--- src/rtl/multiword_add_seq.sv ---
// Wide add/subtract sequencer built around one shared SIZE-bit ripple adder.
// Operands are processed one word per cycle, least significant word first.

module adder_p #(
    parameter int SIZE = 32
) (
    input  logic [SIZE-1:0] a,
    input  logic [SIZE-1:0] b,
    input  logic            cin,
    output logic [SIZE-1:0] sum,
    output logic            cout
);

    logic [SIZE:0] c;

    // Explicit bit-level ripple chain, so the critical path is visibly SIZE full adders.
    always_comb begin
        c    = '0;
        sum  = '0;
        c[0] = cin;
        for (int i = 0; i < SIZE; i++) begin
            sum[i]   = a[i] ^ b[i] ^ c[i];
            c[i+1]   = (a[i] & b[i]) | (c[i] & (a[i] ^ b[i]));
        end
        cout = c[SIZE];
    end

endmodule

module multiword_add_seq #(
    parameter int SIZE  = 32,
    parameter int WORDS = 4
) (
    input  logic                  clk,
    input  logic                  rst_n,
    input  logic                  in_valid,
    output logic                  in_ready,
    input  logic [SIZE*WORDS-1:0] in_a,
    input  logic [SIZE*WORDS-1:0] in_b,
    input  logic                  in_sub,
    output logic                  out_valid,
    input  logic                  out_ready,
    output logic [SIZE*WORDS-1:0] out_sum,
    output logic                  out_carry
);

    localparam int IDXW = $clog2(WORDS);

    typedef enum logic [1:0] {IDLE, RUN, DONE} state_t;

    state_t            state;
    state_t            state_next;
    logic [IDXW-1:0]   idx;
    logic              carry_q;
    logic              sub_q;
    logic [SIZE-1:0]   a_words   [WORDS];
    logic [SIZE-1:0]   b_words   [WORDS];
    logic [SIZE-1:0]   sum_words [WORDS];
    logic [SIZE-1:0]   add_b;
    logic [SIZE-1:0]   add_sum;
    logic              add_cout;
    logic              last_word;

    // Subtraction is A + ~B + 1; the +1 comes from seeding the carry register with in_sub.
    assign add_b     = sub_q ? ~b_words[idx] : b_words[idx];
    assign last_word = (idx == IDXW'(WORDS - 1));

    adder_p #(.SIZE(SIZE)) u_adder (
        .a    (a_words[idx]),
        .b    (add_b),
        .cin  (carry_q),
        .sum  (add_sum),
        .cout (add_cout)
    );

    always_ff @(posedge clk or negedge rst_n) begin
        if (!rst_n) state <= IDLE;
        else        state <= state_next;
    end

    always_comb begin
        state_next = state;
        case (state)
            IDLE:    if (in_valid)  state_next = RUN;
            RUN:     if (last_word) state_next = DONE;
            DONE:    if (out_ready) state_next = IDLE;
            default: state_next = IDLE;
        endcase
    end

    always_comb begin
        in_ready  = (state == IDLE);
        out_valid = (state == DONE);
    end

    always_ff @(posedge clk or negedge rst_n) begin
        if (!rst_n) begin
            idx       <= '0;
            carry_q   <= 1'b0;
            sub_q     <= 1'b0;
            out_carry <= 1'b0;
            for (int i = 0; i < WORDS; i++) begin
                a_words[i]   <= '0;
                b_words[i]   <= '0;
                sum_words[i] <= '0;
            end
        end else begin
            case (state)
                IDLE: begin
                    if (in_valid) begin
                        idx     <= '0;
                        carry_q <= in_sub;
                        sub_q   <= in_sub;
                        for (int i = 0; i < WORDS; i++) begin
                            a_words[i] <= in_a[i*SIZE +: SIZE];
                            b_words[i] <= in_b[i*SIZE +: SIZE];
                        end
                    end
                end
                RUN: begin
                    sum_words[idx] <= add_sum;
                    carry_q        <= add_cout;
                    // idx parks on the last word rather than wrapping.
                    if (last_word) out_carry <= add_cout;
                    else           idx       <= idx + IDXW'(1);
                end
                default: ;
            endcase
        end
    end

    always_comb begin
        out_sum = '0;
        for (int i = 0; i < WORDS; i++) out_sum[i*SIZE +: SIZE] = sum_words[i];
    end

endmodule
--- config.mk ---
export PLATFORM = sky130hd
export DESIGN_NAME = multiword_add_seq
export DESIGN_NICKNAME = d
export VERILOG_FILES = /design/src/rtl/multiword_add_seq.sv
export SDC_FILE = /design/constraint.sdc
export NUM_CORES = 1
export LEC_CHECK = 0
export ABC_AREA = 0
export BUFFER_PORTS_ARGS = -buffer_cell sky130_fd_sc_hd__buf_4
export CAP_MARGIN = 10
export CORE_ASPECT_RATIO = 2
export CORE_MARGIN = 2
export CORE_UTILIZATION = 59
export DETAILED_ROUTE_END_ITERATION = 12
export PLACE_DENSITY = 0.94
export SETUP_SLACK_MARGIN = 0.05
export SLEW_MARGIN = 0
export SYNTH_ARGS = -nofsm -noshare
export SYNTH_HDL_FRONTEND = slang
export SYNTH_HIERARCHICAL = 1
export SYNTH_SLANG_ARGS = --single-unit
--- constraint.sdc ---
create_clock -name clk -period 31.9 [get_ports clk]
set_input_delay 4.785 -clock clk [delete_from_list [all_inputs] [get_ports clk]]
set_output_delay 4.785 -clock clk [all_outputs]
set_load 0.02 [all_outputs]
Word-level counts from Yosys, hierarchy flattened:

Cells that the tools add are included.

* input port bits: 261
* word-level logic and storage cells: 216
* register bits: 391
* output and inout bits: 131

* bitwise gates (word level): 162
* multiplexer cells: 19
* reduce and logical (&&, ||, !) cells: 8
* $lt $le $gt $ge: 2
* equal/unequal tests: 7
* add/subtract/negate cells: 1

Operators by type and width (count)
* $mux 32: 6
* $bmux 32 s2: 2
* $bwmux 128: 1
* $and 1x1->1: 64
* $demux 32 s2: 1
* $xor 1x1->1: 64
* $not 32->32: 1
* $or 1x1->1: 32
* $mux 2: 5
* $ne 2x2->1 const B: 3
* $pmux 2 s3: 1
* $reduce_and 2->1: 3
* $reduce_and 3->1: 2
* $eq 2x2->1 const B: 2
* $pmux 2 s2: 1
* $ge 3x3->1 const B: 1
* $lt 3x1->1 const B: 1
* $not 2->3: 1
* $add 2x1->2 const B: 1
* $eq 2x1->1 const B: 1
* $logic_not 2->1: 1
* $ne 2x1->1 const B: 1
* $pmux 1 s2: 1
* $reduce_bool 2->1: 1
* 2 further kinds: 2

Depth between registers and ports, before layout:

Gate-level depths: netlist of the first run.

* word-level depth: 72
* depth in mapped cells: 41
* gate-level depth less buffers: 40

By module:

Netlist of the first run, hierarchy kept.

By module, submodules not included
* multiword_add_seq: area each 17421.7 sq um, times used 1, cells each 962
* adder_p: area each 678.2 sq um, times used 1, cells each 42

Least setup slack after synthesis of the first run:

No wires, ideal clock.

* path kind: register to register
* from: register idx[0]
* to: register sum_words (netlist bit out_sum[127])
* path slack: 18.086 ns
* path buffers: 2
* library setup time: 0.065 ns
* stages on the path, launching flop included: 41
* arrival: 13.749 ns
* period minus slack after synthesis: 13.814 ns
* path through: dfrtp_1 buf_2 buf_4 mux4_2 fa_1 fa_1 fa_1 fa_1 fa_1 fa_1 fa_1 fa_1 fa_1 fa_1 fa_1 fa_1 fa_1 fa_1 [5 not listed] fa_1 fa_1 fa_1 fa_1 fa_1 fa_1 fa_1 fa_1 fa_1 fa_1 fa_1 fa_1 fa_1 fa_1 inv_1 fa_1 inv_1 mux2_2

* cells in the longest elaborated chain, start to end: 71

RTL lines
* from (decl): line 53 `logic [IDXW-1:0] idx;`
* from (signal assigned): line 125 `else idx <= idx + IDXW'(1);`
* $not 2->3 (implied by the code) (*): line 65, 69
* $bmux 32 s2: line 65 `assign add_b = sub_q ? ~b_words[idx] : b_words[idx];`
* $mux 32 (implied by the code) (2 in a row): line 65
* $not 32->32: line 65
* $mux 32: line 65
* $xor 1x1->1: line 23 `c[i+1] = (a[i] & b[i]) | (c[i] & (a[i] ^ b[i]));`
* $and 1x1->1: line 23
* $or 1x1->1: line 23
* [55 not listed]
* $or 1x1->1: line 23
* $and 1x1->1: line 23
* $or 1x1->1: line 23
* $and 1x1->1: line 23
* $or 1x1->1: line 23
* $xor 1x1->1 (*): line 22 `sum[i] = a[i] ^ b[i] ^ c[i];`
* named net add_sum[31]: line 60 `logic [SIZE-1:0] add_sum;`
* $bwmux 128 (*): line 121 `sum_words[idx] <= add_sum;`
* to (signal, indexed assignment): line 121
* to (decl): line 58 `logic [SIZE-1:0] sum_words [WORDS];`

Mark *: on every way through the listed nets, which the timed path passes. The rest lies on a longest branch. The select of a mux whose other input is x is not followed.
A chain may end at the register's enable or synchronous reset.

Final worst setup path of the first run:

* from: register idx[0]
* to: register sum_words (netlist bit out_sum[63])

* cells in the longest elaborated chain, start to end: 71

RTL lines
* $not 2->3 (implied by the code) (*): line 65
* $bmux 32 s2 (*): line 65
* $mux 32 (implied by the code) (*) (2 in a row): line 65
* $not 32->32: line 65
* $mux 32 (*): line 65
* named net add_b[0]: line 59 `logic [SIZE-1:0] add_b;`
* $xor 1x1->1: line 23
* $and 1x1->1: line 23
* [56 not listed]
* $or 1x1->1 (*): line 23
* $and 1x1->1 (*): line 23
* $or 1x1->1 (*): line 23
* $and 1x1->1 (*): line 23
* $or 1x1->1 (*): line 23
* $xor 1x1->1 (*): line 22
* named net add_sum[31]: line 60
* $bwmux 128 (*): line 121

Marked as above.

==> impl_metrics.json, run 1 <==
{
  "path_delay_family": "adder cells",
  "pwr-share-clk": 0.143,
  "synth_area_leader_cell": "dfrtp_1",
  "wl_per_cell_microns": 25.40,
  "grt_max_degree": 176,
  "arrival_ns": 15.75,
  "post-cts-setup-buffers": 0,
  "die_width_microns": 127.9,
  "multi_input_area_sq_um": 7766,
  "ctsHoldBuffers": 0,
  "rows": 90,
  "grt_overflow": 0,
  "p_per_area_nw_per_um2": 140.7,
  "seqPwrFrac": 0.298,
  "ant_nets": 0,
  "grt_pass1_wl_microns": 69160,
  "cp.depth": 40,
  "min_path_type": "reg -> reg",
  "synth_top_family_by_area": "multiplexers",
  "numCtsBuffers": 35,
  "path_clk_slew_ns": 0.07,
  "place_inst": 1712,
  "synth_cell_types": 29,
  "drc_errors": 0,
  "r2r-start": "idx[0]",
  "synth_nets": 1301,
  "cts_buffer_depth": 3,
  "cts_root_buffer": "clkbuf_16",
  "slew_violations": 0,
  "nets": 1678,
  "leakage_uw": 0.01040,
  "tritoncts": "done",
  "min_period_over_period": 0.4796,
  "fp.dieH_microns": 251.7,
  "layout-drive-gt1-share": 0.6309,
  "hold_start": "out_sum[65]",
  "whs_path_depth": 1,
  "synth_area_sq_um": 18100,
  "fill_cells": 1810,
  "worst_pin_slew_ns": 1.169,
  "gp_congestion": 0.8734,
  "ir_drop_mv": 0.08729,
  "area_growth_pct": 23.54,
  "crit_path_start": "idx[0]",
  "fin_crit_ns": 15.30,
  "end_kind": "flip-flop",
  "yosys.area.top_type_share": 0.5406,
  "synth_compound_area_frac": 0.002696,
  "p_sw_frac": 0.3808,
  "cp.required_ns": 32.35,
  "yosys.area_share.simple": 0.003526,
  "synth-adder-area-share": 0.03816,
  "routed_via_density": 5.727,
  "max_stage_delay_ns": 0.60,
  "num_io_pins": 392,
  "maxCapViolCount": 0,
  "first_global_vias": 11630,
  "synth_edf_count": 0,
  "ctsResizeCount": 0,
  "worstRegToRegCells": 40,
  "clock-sinks": 391,
  "wl_microns": 45450,
  "dieArea_sq_um": 32180,
  "cp-start-kind": "flip-flop",
  "async_flop_share": 1.000,
  "syn_inst": 1004,
  "fin_cells": 1789,
  "drtIter0Drc": 599,
  "dpl.hpwl_microns": 31660,
  "synth_common_cells": "391 x dfrtp_1, 230 x mux2_4, 124 x mux2_2",
  "muxShareOfSynthArea": 0.3687,
  "synth-xor-area-share": 0.01548,
  "track_usage": 0.2872,
  "seq_area_sq_um": 9793,
  "relSlewSlack": 0.2208,
  "cp_common_cell": "fa_1",
  "power_frac_comb": 0.558,
  "synth.area.top_cells": "dfrtp_1 54%, mux2_4 19%, mux4_2 8.0%, mux2_2 7.7%, fa_1 3.5%",
  "worstSetupPathType": "reg -> reg",
  "ys_ff_latch": 391,
  "critPathMaxFanout": 32,
  "initial_utilization": 0.5998,
  "core_sq_um": 30180,
  "num_vias": 10250,
  "htree_num_levels": 2,
  "finalSetupTns_ns": 0,
  "setup_viol": 0,
  "ys_seq_area_frac": 0.5406,
  "final_core_util": 0.7410,
  "clock_latency_ns": 0.53,
  "avgSynthCellArea_sq_um": 18.03,
  "skew_ns": 0.01166,
  "grt_setup_unrepaired": "false",
  "cpMaxStageDelayCell": "mux4_2",
  "io_buffers": 391,
  "crit_buf_inv": 5,
  "yosysWarnings": 6,
  "drt_pass1_iterations": 4,
  "finalHoldViolations": 0,
  "max_freq_ghz": 0.06536,
  "status": "finished clean",
  "synth_flop_cell": "dfrtp_1",
  "internal_power_uw": 1949,
  "yosysMostFrequentCell": "dfrtp_1",
  "power_switching_uw": 1199,
  "antenna_found_initial": 16
}
[cell type report]
| type | count | share of cell area |
|---|---|---|
| diodes | 15 | 0.001679 |
| clock buffers | 45 | 0.04543 |
| clock inverters | 17 | 0.008953 |
| inverters | 14 | 0.002350 |
| multi-input cells | 539 | 0.3473 |
| flip-flops and latches | 391 | 0.4379 |
| well taps | 368 | 0.02059 |
| repair buffers | 400 | 0.1357 |
[state kept, by name, indices dropped and copies added (netlist names)]
signal / flops
idx: 2
a_words: 128
out_sum: 128
carry_q: 1
b_words: 128
state: 2
out_carry: 1
sub_q: 1
[worst paths after layout]
check,slack [ns],to
max in group asynchronous,25.85,b_words[55]
min reg2reg,0.49,out_sum[65]
max,16.60,out_sum[63]
min,0.49,out_sum[65]
max reg2reg,16.60,out_sum[63]
min in group asynchronous,4.37,out_sum[68]
[logic make-up after synthesis]
kind of cell    count (synthesis)
fa+ha+maj                      36
simple gates                   12
xor+xnor                       32
compound gates                  7
buf+inv                        74
flops                         391
mux                           452
[routing by layer]
layer / global-route usage / wire, microns
met5: 0 / 13
met2: 0.4721 / 23330
met3: 0.04792 / 2295
met4: 0.1821 / 2988
met1: 0.3522 / 16820
[layout by cell type (no fill, tap or decap), types with 2 or more instances in the layout]
| cell type | count |
|---|---|
| nand2_2 | 4 |
| bufinv_16 | 4 |
| clkinvlp_4 | 3 |
| clkinv_4 | 2 |
| clkbuf_8 | 6 |
| clkbuf_1 | 2 |
| mux2_2 | 124 |
| mux2_4 | 230 |
| buf_12 | 2 |
| a22o_1 | 3 |
| dfrtp_4 | 2 |
| ha_1 | 4 |
| clkinv_2 | 8 |
| fa_1 | 32 |
| mux4_2 | 64 |
| mux2_1 | 33 |
| o21ai_0 | 2 |
| inv_1 | 14 |
| dfrtp_1 | 388 |
| xor2_1 | 32 |
| diode_2 | 15 |
| nor2_1 | 2 |
| buf_4 | 397 |
| clkbuf_16 | 37 |
[power by group through the flow]
stage                     combinational, uW  sequential, uW  clock [uW]
after floorplan                        1150             976           0
after global placement                 1660             916           0
after detailed placement               1750             939           0
after CTS                              1770             938         457
after global routing                   1890             966         474
final                                  1760             939         451
[metrics by stage]
stage	total power, uW	hold WS, ns	cell area, sq um	setup slack [ns]
6_report	3147	0.4948	22360	16.60
5_1_grt	3326	0.5035	22360	16.10
4_1_cts	3164	0.4972	22320	16.61
3_5_place_dp	2686	0.4828	21110	16.64
3_3_place_gp	2579	0.4744	21110	16.81
2_1_floorplan	2124	0.4695	18100	18.09
No activity file was read; power rests on OpenSTA's default activity.
==> run 2: changes to the inputs <==
--- a/config.mk
+++ b/config.mk
@@ -10,9 +10,9 @@
 export CAP_MARGIN = 10
 export CORE_ASPECT_RATIO = 2
 export CORE_MARGIN = 2
-export CORE_UTILIZATION = 59
+export CORE_UTILIZATION = 55
 export DETAILED_ROUTE_END_ITERATION = 12
-export PLACE_DENSITY = 0.94
+export PLACE_DENSITY = 0.89
 export SETUP_SLACK_MARGIN = 0.05
 export SLEW_MARGIN = 0
 export SYNTH_ARGS = -nofsm -noshare
==> constraint.sdc (replaced) <==
create_clock -name clk -period 14.4 [get_ports clk]
set_input_delay 2.16 -clock clk [delete_from_list [all_inputs] [get_ports clk]]
set_output_delay 2.16 -clock clk [all_outputs]
set_load 0.02 [all_outputs]
==> run 2 against run 1 <==
  * Flip-flop and latch count stayed put
  * Combinational power is 120% higher
  * Utilization is 5.5 points lower
  * Clock skew is 0.0016 ns lower
  * Final cell count is 3.6% higher
  * Clock power is 110% higher
  * Sequential power is 120% higher
  * Critical path depth is 1 lower
  * Via count is 1.1% lower
  * Register-to-register slack worse by 16 ns
  * Largest power group unchanged
  * Highest routed layer unchanged
==> impl_metrics.json, run 2 (synthesized netlist as in run 1, its figures left out) <==
{
  "io_buffers": 391,
  "cp-start-kind": "flip-flop",
  "use_met3": 0.04584,
  "r2r_setup_slack_ns": 0.49,
  "crit_path_start": "idx[0]",
  "power_frac_comb": 0.570,
  "leakage_uw": 0.01039,
  "min_path_type": "reg -> reg",
  "drc_errors": 0,
  "fin_crit_ns": 13.91,
  "post_dp_cell_area_sq_um": 21220,
  "wl_microns": 44180,
  "arrival_ns": 14.37,
  "dpl.hpwl_microns": 32120,
  "fp.dieH_microns": 260.6,
  "grt_max_degree": 150,
  "initial_utilization": 0.5536,
  "dieArea_sq_um": 34460,
  "path_delay_family": "adder cells",
  "setup_viol": 0,
  "drtIter0Drc": 503,
  "slew_violations": 0,
  "crit_buf_inv": 4,
  "clock-sinks": 391,
  "nets": 1684,
  "numCtsBuffers": 35,
  "grt_setup_unrepaired": "false",
  "p_sw_frac": 0.3773,
  "maxCapViolCount": 0,
  "finalHoldViolations": 0,
  "grt_pass1_wl_microns": 67880,
  "clock_latency_ns": 0.53,
  "worst_pin_slew_ns": 1.150,
  "whs_path_depth": 1,
  "min_to": "out_sum[82]",
  "rows": 94,
  "critPathMaxFanout": 4,
  "grtUsageMet1": 0.3098,
  "area_growth_pct": 23.89,
  "design_area_sq_um": 22420,
  "post-cts-setup-buffers": 0,
  "grt_overflow": 0,
  "layout-drive-gt1-share": 0.6378,
  "end_kind": "flip-flop",
  "min_period_over_period": 0.9661,
  "worstRegToRegCells": 39,
  "antenna_found_initial": 10,
  "grt_busiest_layer": "met2",
  "layout_common_cells": "404 x buf_4, 388 x dfrtp_1, 230 x mux2_4, 124 x mux2_2, 64 x mux4_2",
  "skew_ns": 0.01010,
  "routed_via_density": 5.471,
  "finalSetupTns_ns": 0,
  "final_common_cell": "buf_4",
  "use_met2": 0.4449,
  "relSlewSlack": 0.2331,
  "pwr-share-clk": 0.136,
  "internal_power_uw": 4328,
  "wl_per_cell_microns": 23.84,
  "max_freq_ghz": 0.07188,
  "num_io_pins": 392,
  "timing.rr.end": "out_sum[63]",
  "die_width_microns": 132.3,
  "cts_root_buffer": "clkbuf_16",
  "tritoncts": "done",
  "first_global_vias": 11530,
  "hold_start": "out_sum[82]",
  "max_stage_delay_ns": 0.52,
  "cp.required_ns": 14.86,
  "final_core_util": 0.6858,
  "num_vias": 10140,
  "htree_num_levels": 2,
  "cp_common_cell": "fa_1",
  "path_clk_slew_ns": 0.06,
  "worstSetupPathType": "reg -> reg",
  "ir_drop_mv": 0.1723,
  "cpMaxStageDelayCell": "mux4_2",
  "status": "finished clean",
  "ant_nets": 0,
  "cts_buffer_depth": 3,
  "power_switching_uw": 2622,
  "r2r-start": "idx[0]",
  "drt_pass1_iterations": 4,
  "seqPwrFrac": 0.293,
  "track_usage": 0.2587,
  "core_sq_um": 32700,
  "p_per_area_nw_per_um2": 310.0,
  "gp_congestion": 0.8641
}
[run 2: cell count changes in the layout (fill, tap and decap cells not counted), moves of 2 or more]
cell	delta
fa_1	-10
fa_2	+10
buf_4	+7
diode_2	-5
clkbuf_1	+3
clkinvlp_4	-3
bufinv_16	-2
[run 2: per-stage QoR]
stage	hold slack (ns)	cells	power, uW	setup slack, ns
floorplan	0.4695	1004	4704	0.5860
global placement	0.4747	1782	5743	0.09724
detailed placement	0.4822	1782	5935	-0.001534
CTS	0.4971	1843	6949	0.1049
global route	0.5146	1852	7376	0.1103
finish	0.4919	1853	6951	0.4875
[run 2: metal layers]
metal | wire (microns) | share of wire
met1 | 16400 | 0.37
met3 | 2111 | 0.048
met4 | 2597 | 0.059
met5 | 12 | 0.00027
met2 | 23060 | 0.52
[run 2: how the worst max path moves through the flow]
stage	endpoint	slack [ns]	depth (start not counted)
2_1_floorplan	out_sum[127]	0.59	40
3_3_place_gp	out_sum[63]	0.1	39
3_5_place_dp	out_sum[63]	-0.002	39
4_1_cts	out_sum[63]	0.10	39
5_1_grt	out_sum[63]	0.11	39
6_report	out_sum[63]	0.49	39
[run 2: timing repair]
| action | in CTS | in global routing |
|---|---|---|
| gates resized for setup | 3 | 8 |
| endpoints found under the setup margin | 4 | 10 |
| hold buffers | 0 | 0 |
[run 2: cell type report]
| cell class | count | area [sq um] |
|---|---|---|
| clock buffer | 48 | 1027 |
| multi-input combinational | 539 | 7791 |
| sequential | 391 | 9793 |
| inverter | 14 | 52.55 |
| fill | 2193 | 10270 |
| clock inverter | 13 | 126.4 |
| tap | 432 | 540.5 |
| antenna | 10 | 25.02 |
| timing repair buffer | 406 | 3068 |
[run 2: power groups by stage]
| stage | registers [uW] | logic (uW) | clock network [uW] |
|---|---|---|---|
| after detailed placement | 2050 | 3880 | 0 |
| after global routing | 2110 | 4260 | 1010 |
| after CTS | 2040 | 3940 | 965 |
| final | 2040 | 3960 | 948 |
| after floorplan | 2160 | 2540 | 0 |
| after global placement | 2010 | 3740 | 0 |
==> run 3: changes to the inputs <==
--- a/config.mk
+++ b/config.mk
@@ -8,11 +8,13 @@
 export ABC_AREA = 0
 export BUFFER_PORTS_ARGS = -buffer_cell sky130_fd_sc_hd__buf_4
 export CAP_MARGIN = 10
+export CELL_PAD_IN_SITES_DETAIL_PLACEMENT = 1
+export CELL_PAD_IN_SITES_GLOBAL_PLACEMENT = 1
 export CORE_ASPECT_RATIO = 2
 export CORE_MARGIN = 2
-export CORE_UTILIZATION = 55
+export CORE_UTILIZATION = 46
 export DETAILED_ROUTE_END_ITERATION = 12
-export PLACE_DENSITY = 0.89
+export PLACE_DENSITY = 0.88
 export SETUP_SLACK_MARGIN = 0.05
 export SLEW_MARGIN = 0
 export SYNTH_ARGS = -nofsm -noshare
==> run 3 against run 2 <==
  * Utilization shrank 10 points
  * Clock-buffer cell count grew 4
  * Critical path depth is the same
  * Clock power rose by 3.8%
  * Sequential power is essentially flat
  * First-iteration DRC count shrank 20%
  * Combinational power increased by 3%
  * Register-to-register slack lost 0.10 ns
  * Power grew 2.6%
  * Cell area increased by 0.71%
  * Non-clock buffer count down 1
  * Critical path type unchanged
  * Critical endpoint unchanged
==> impl_metrics.json, run 3 (synthesized netlist as in run 1, its figures left out) <==
{
  "status": "finished clean",
  "leakage_uw": 0.01040,
  "numCtsBuffers": 37,
  "fin_crit_ns": 14.02,
  "layout-drive-gt1-share": 0.6353,
  "layout_common_cells": "403 x buf_4, 388 x dfrtp_1, 230 x mux2_4, 124 x mux2_2, 64 x mux4_2",
  "hold_start": "out_sum[79]",
  "grt_overflow": 0,
  "cts_root_buffer": "clkbuf_16",
  "wl_microns": 52210,
  "max_stage_delay_ns": 0.52,
  "skew_ns": 0.02687,
  "multi_input_area_sq_um": 7791,
  "grt_max_degree": 143,
  "path_delay_family": "adder cells",
  "track_usage": 0.2564,
  "arrival_ns": 14.48,
  "finalSetupTns_ns": 0,
  "htree_num_levels": 2,
  "initial_utilization": 0.4665,
  "nets": 1685,
  "ctsHoldBuffers": 0,
  "met1_length_microns": 17920,
  "clock-sinks": 391,
  "min_to": "out_sum[79]",
  "first_global_vias": 12380,
  "drt_pass1_iterations": 4,
  "maxCapViolCount": 0,
  "drtIter0Drc": 402,
  "worstSetupPathType": "reg -> reg",
  "relSlewSlack": 0.2006,
  "end_kind": "flip-flop",
  "io_buffers": 391,
  "dieArea_sq_um": 41050,
  "highest_layer": "met4",
  "fp.dieH_microns": 284.5,
  "critPathMaxFanout": 4,
  "timing.rr.end": "out_sum[63]",
  "place_inst": 1869,
  "crit_buf_inv": 4,
  "design_area_sq_um": 22580,
  "grt_pass1_wl_microns": 77520,
  "routed_via_density": 5.338,
  "die_width_microns": 144.3,
  "routed-wl-met3_microns": 2440,
  "wl_per_cell_microns": 26.76,
  "max_freq_ghz": 0.07134,
  "slew_violations": 0,
  "num_vias": 10410,
  "path_clk_slew_ns": 0.07,
  "crit_path_start": "idx[0]",
  "fin_cells": 1951,
  "fill_cells": 3642,
  "tritoncts": "done",
  "drc_errors": 0,
  "cts_buffer_depth": 3,
  "wl_met2_microns": 28270,
  "worstRegToRegCells": 39,
  "whs_path_depth": 1,
  "grt_setup_unrepaired": "false",
  "final_common_cell": "buf_4",
  "ant_nets": 0,
  "cp-start-kind": "flip-flop",
  "ir_drop_mv": 0.1828,
  "p_per_area_nw_per_um2": 315.9,
  "gp_congestion": 0.8058,
  "clock_latency_ns": 0.54,
  "post_dp_cell_area_sq_um": 21320,
  "finalHoldViolations": 0,
  "cpMaxStageDelayCell": "mux4_2",
  "post-cts-setup-buffers": 0,
  "area_growth_pct": 24.78,
  "dpl.hpwl_microns": 37380,
  "seq_area_sq_um": 9793,
  "cp.required_ns": 14.86,
  "cp_common_cell": "fa_1",
  "worst_pin_slew_ns": 1.199,
  "r2r-start": "idx[0]",
  "setup_viol": 0,
  "min_period_over_period": 0.9734,
  "core_sq_um": 38800,
  "antenna_found_initial": 16,
  "num_io_pins": 392,
  "min_path_type": "reg -> reg",
  "r2r_setup_slack_ns": 0.38,
  "rows": 102
}
-- run 3: cell types whose count changed in the layout (fill, tap and decap cells not counted), sizes merged --
cell,before,now
buf,406,405
clkbuf,48,52
clkinv,10,8
clkinvlp,0,3
diode,10,16
-- run 3: routing by layer --
metal  global-route usage  vias up
met5                    0        -
met4               0.1636        0
met3              0.04178      148
met2               0.4502      367
met1               0.2828     5514
li1                     -     4385
-- run 3: worst max-delay path by stage --
stage,to,slack (ns),cells after the start
6_report,out_sum[63],0.38,39
5_1_grt,out_sum[63],0.09,39
4_1_cts,out_sum[63],0.08,39
3_5_place_dp,out_sum[63],-0.07,39
3_3_place_gp,out_sum[31],0.08,39
2_1_floorplan,out_sum[127],0.59,40
-- run 3: layout make-up --
cell class	instances	area share
well taps	520	0.02881
repair buffers	405	0.1355
flip-flops and latches	391	0.4336
diodes	16	0.001773
clock inverters	14	0.005817
clock buffers	52	0.04715
inverters	14	0.002327
multi-input cells	539	0.3450
-- run 3: metrics by stage --
stage / util / hold slack, ns / worst slack (ns) / total power [uW]
global placement: 0.5496 / 0.4782 / 0.08186 / 5835
detailed placement: 0.5496 / 0.4830 / -0.06705 / 6069
floorplan: - / 0.4695 / 0.5860 / 4704
CTS: 0.5808 / 0.4961 / 0.07837 / 7178
finish: 0.5821 / 0.4923 / 0.3829 / 7134
global route: 0.5821 / 0.5194 / 0.09441 / 7550
-- run 3: report_power, final --
group / internal (uW) / switching (uW)
sequential: 1700 / 365
combinational: 2100 / 1980
clock: 555 / 429
total: 4360 / 2780
-- run 3: what timing repair did --
action / in CTS / in global routing
resized for setup: 6 / 4
setup endpoints to repair: 7 / 6
cloned: 0 / 0
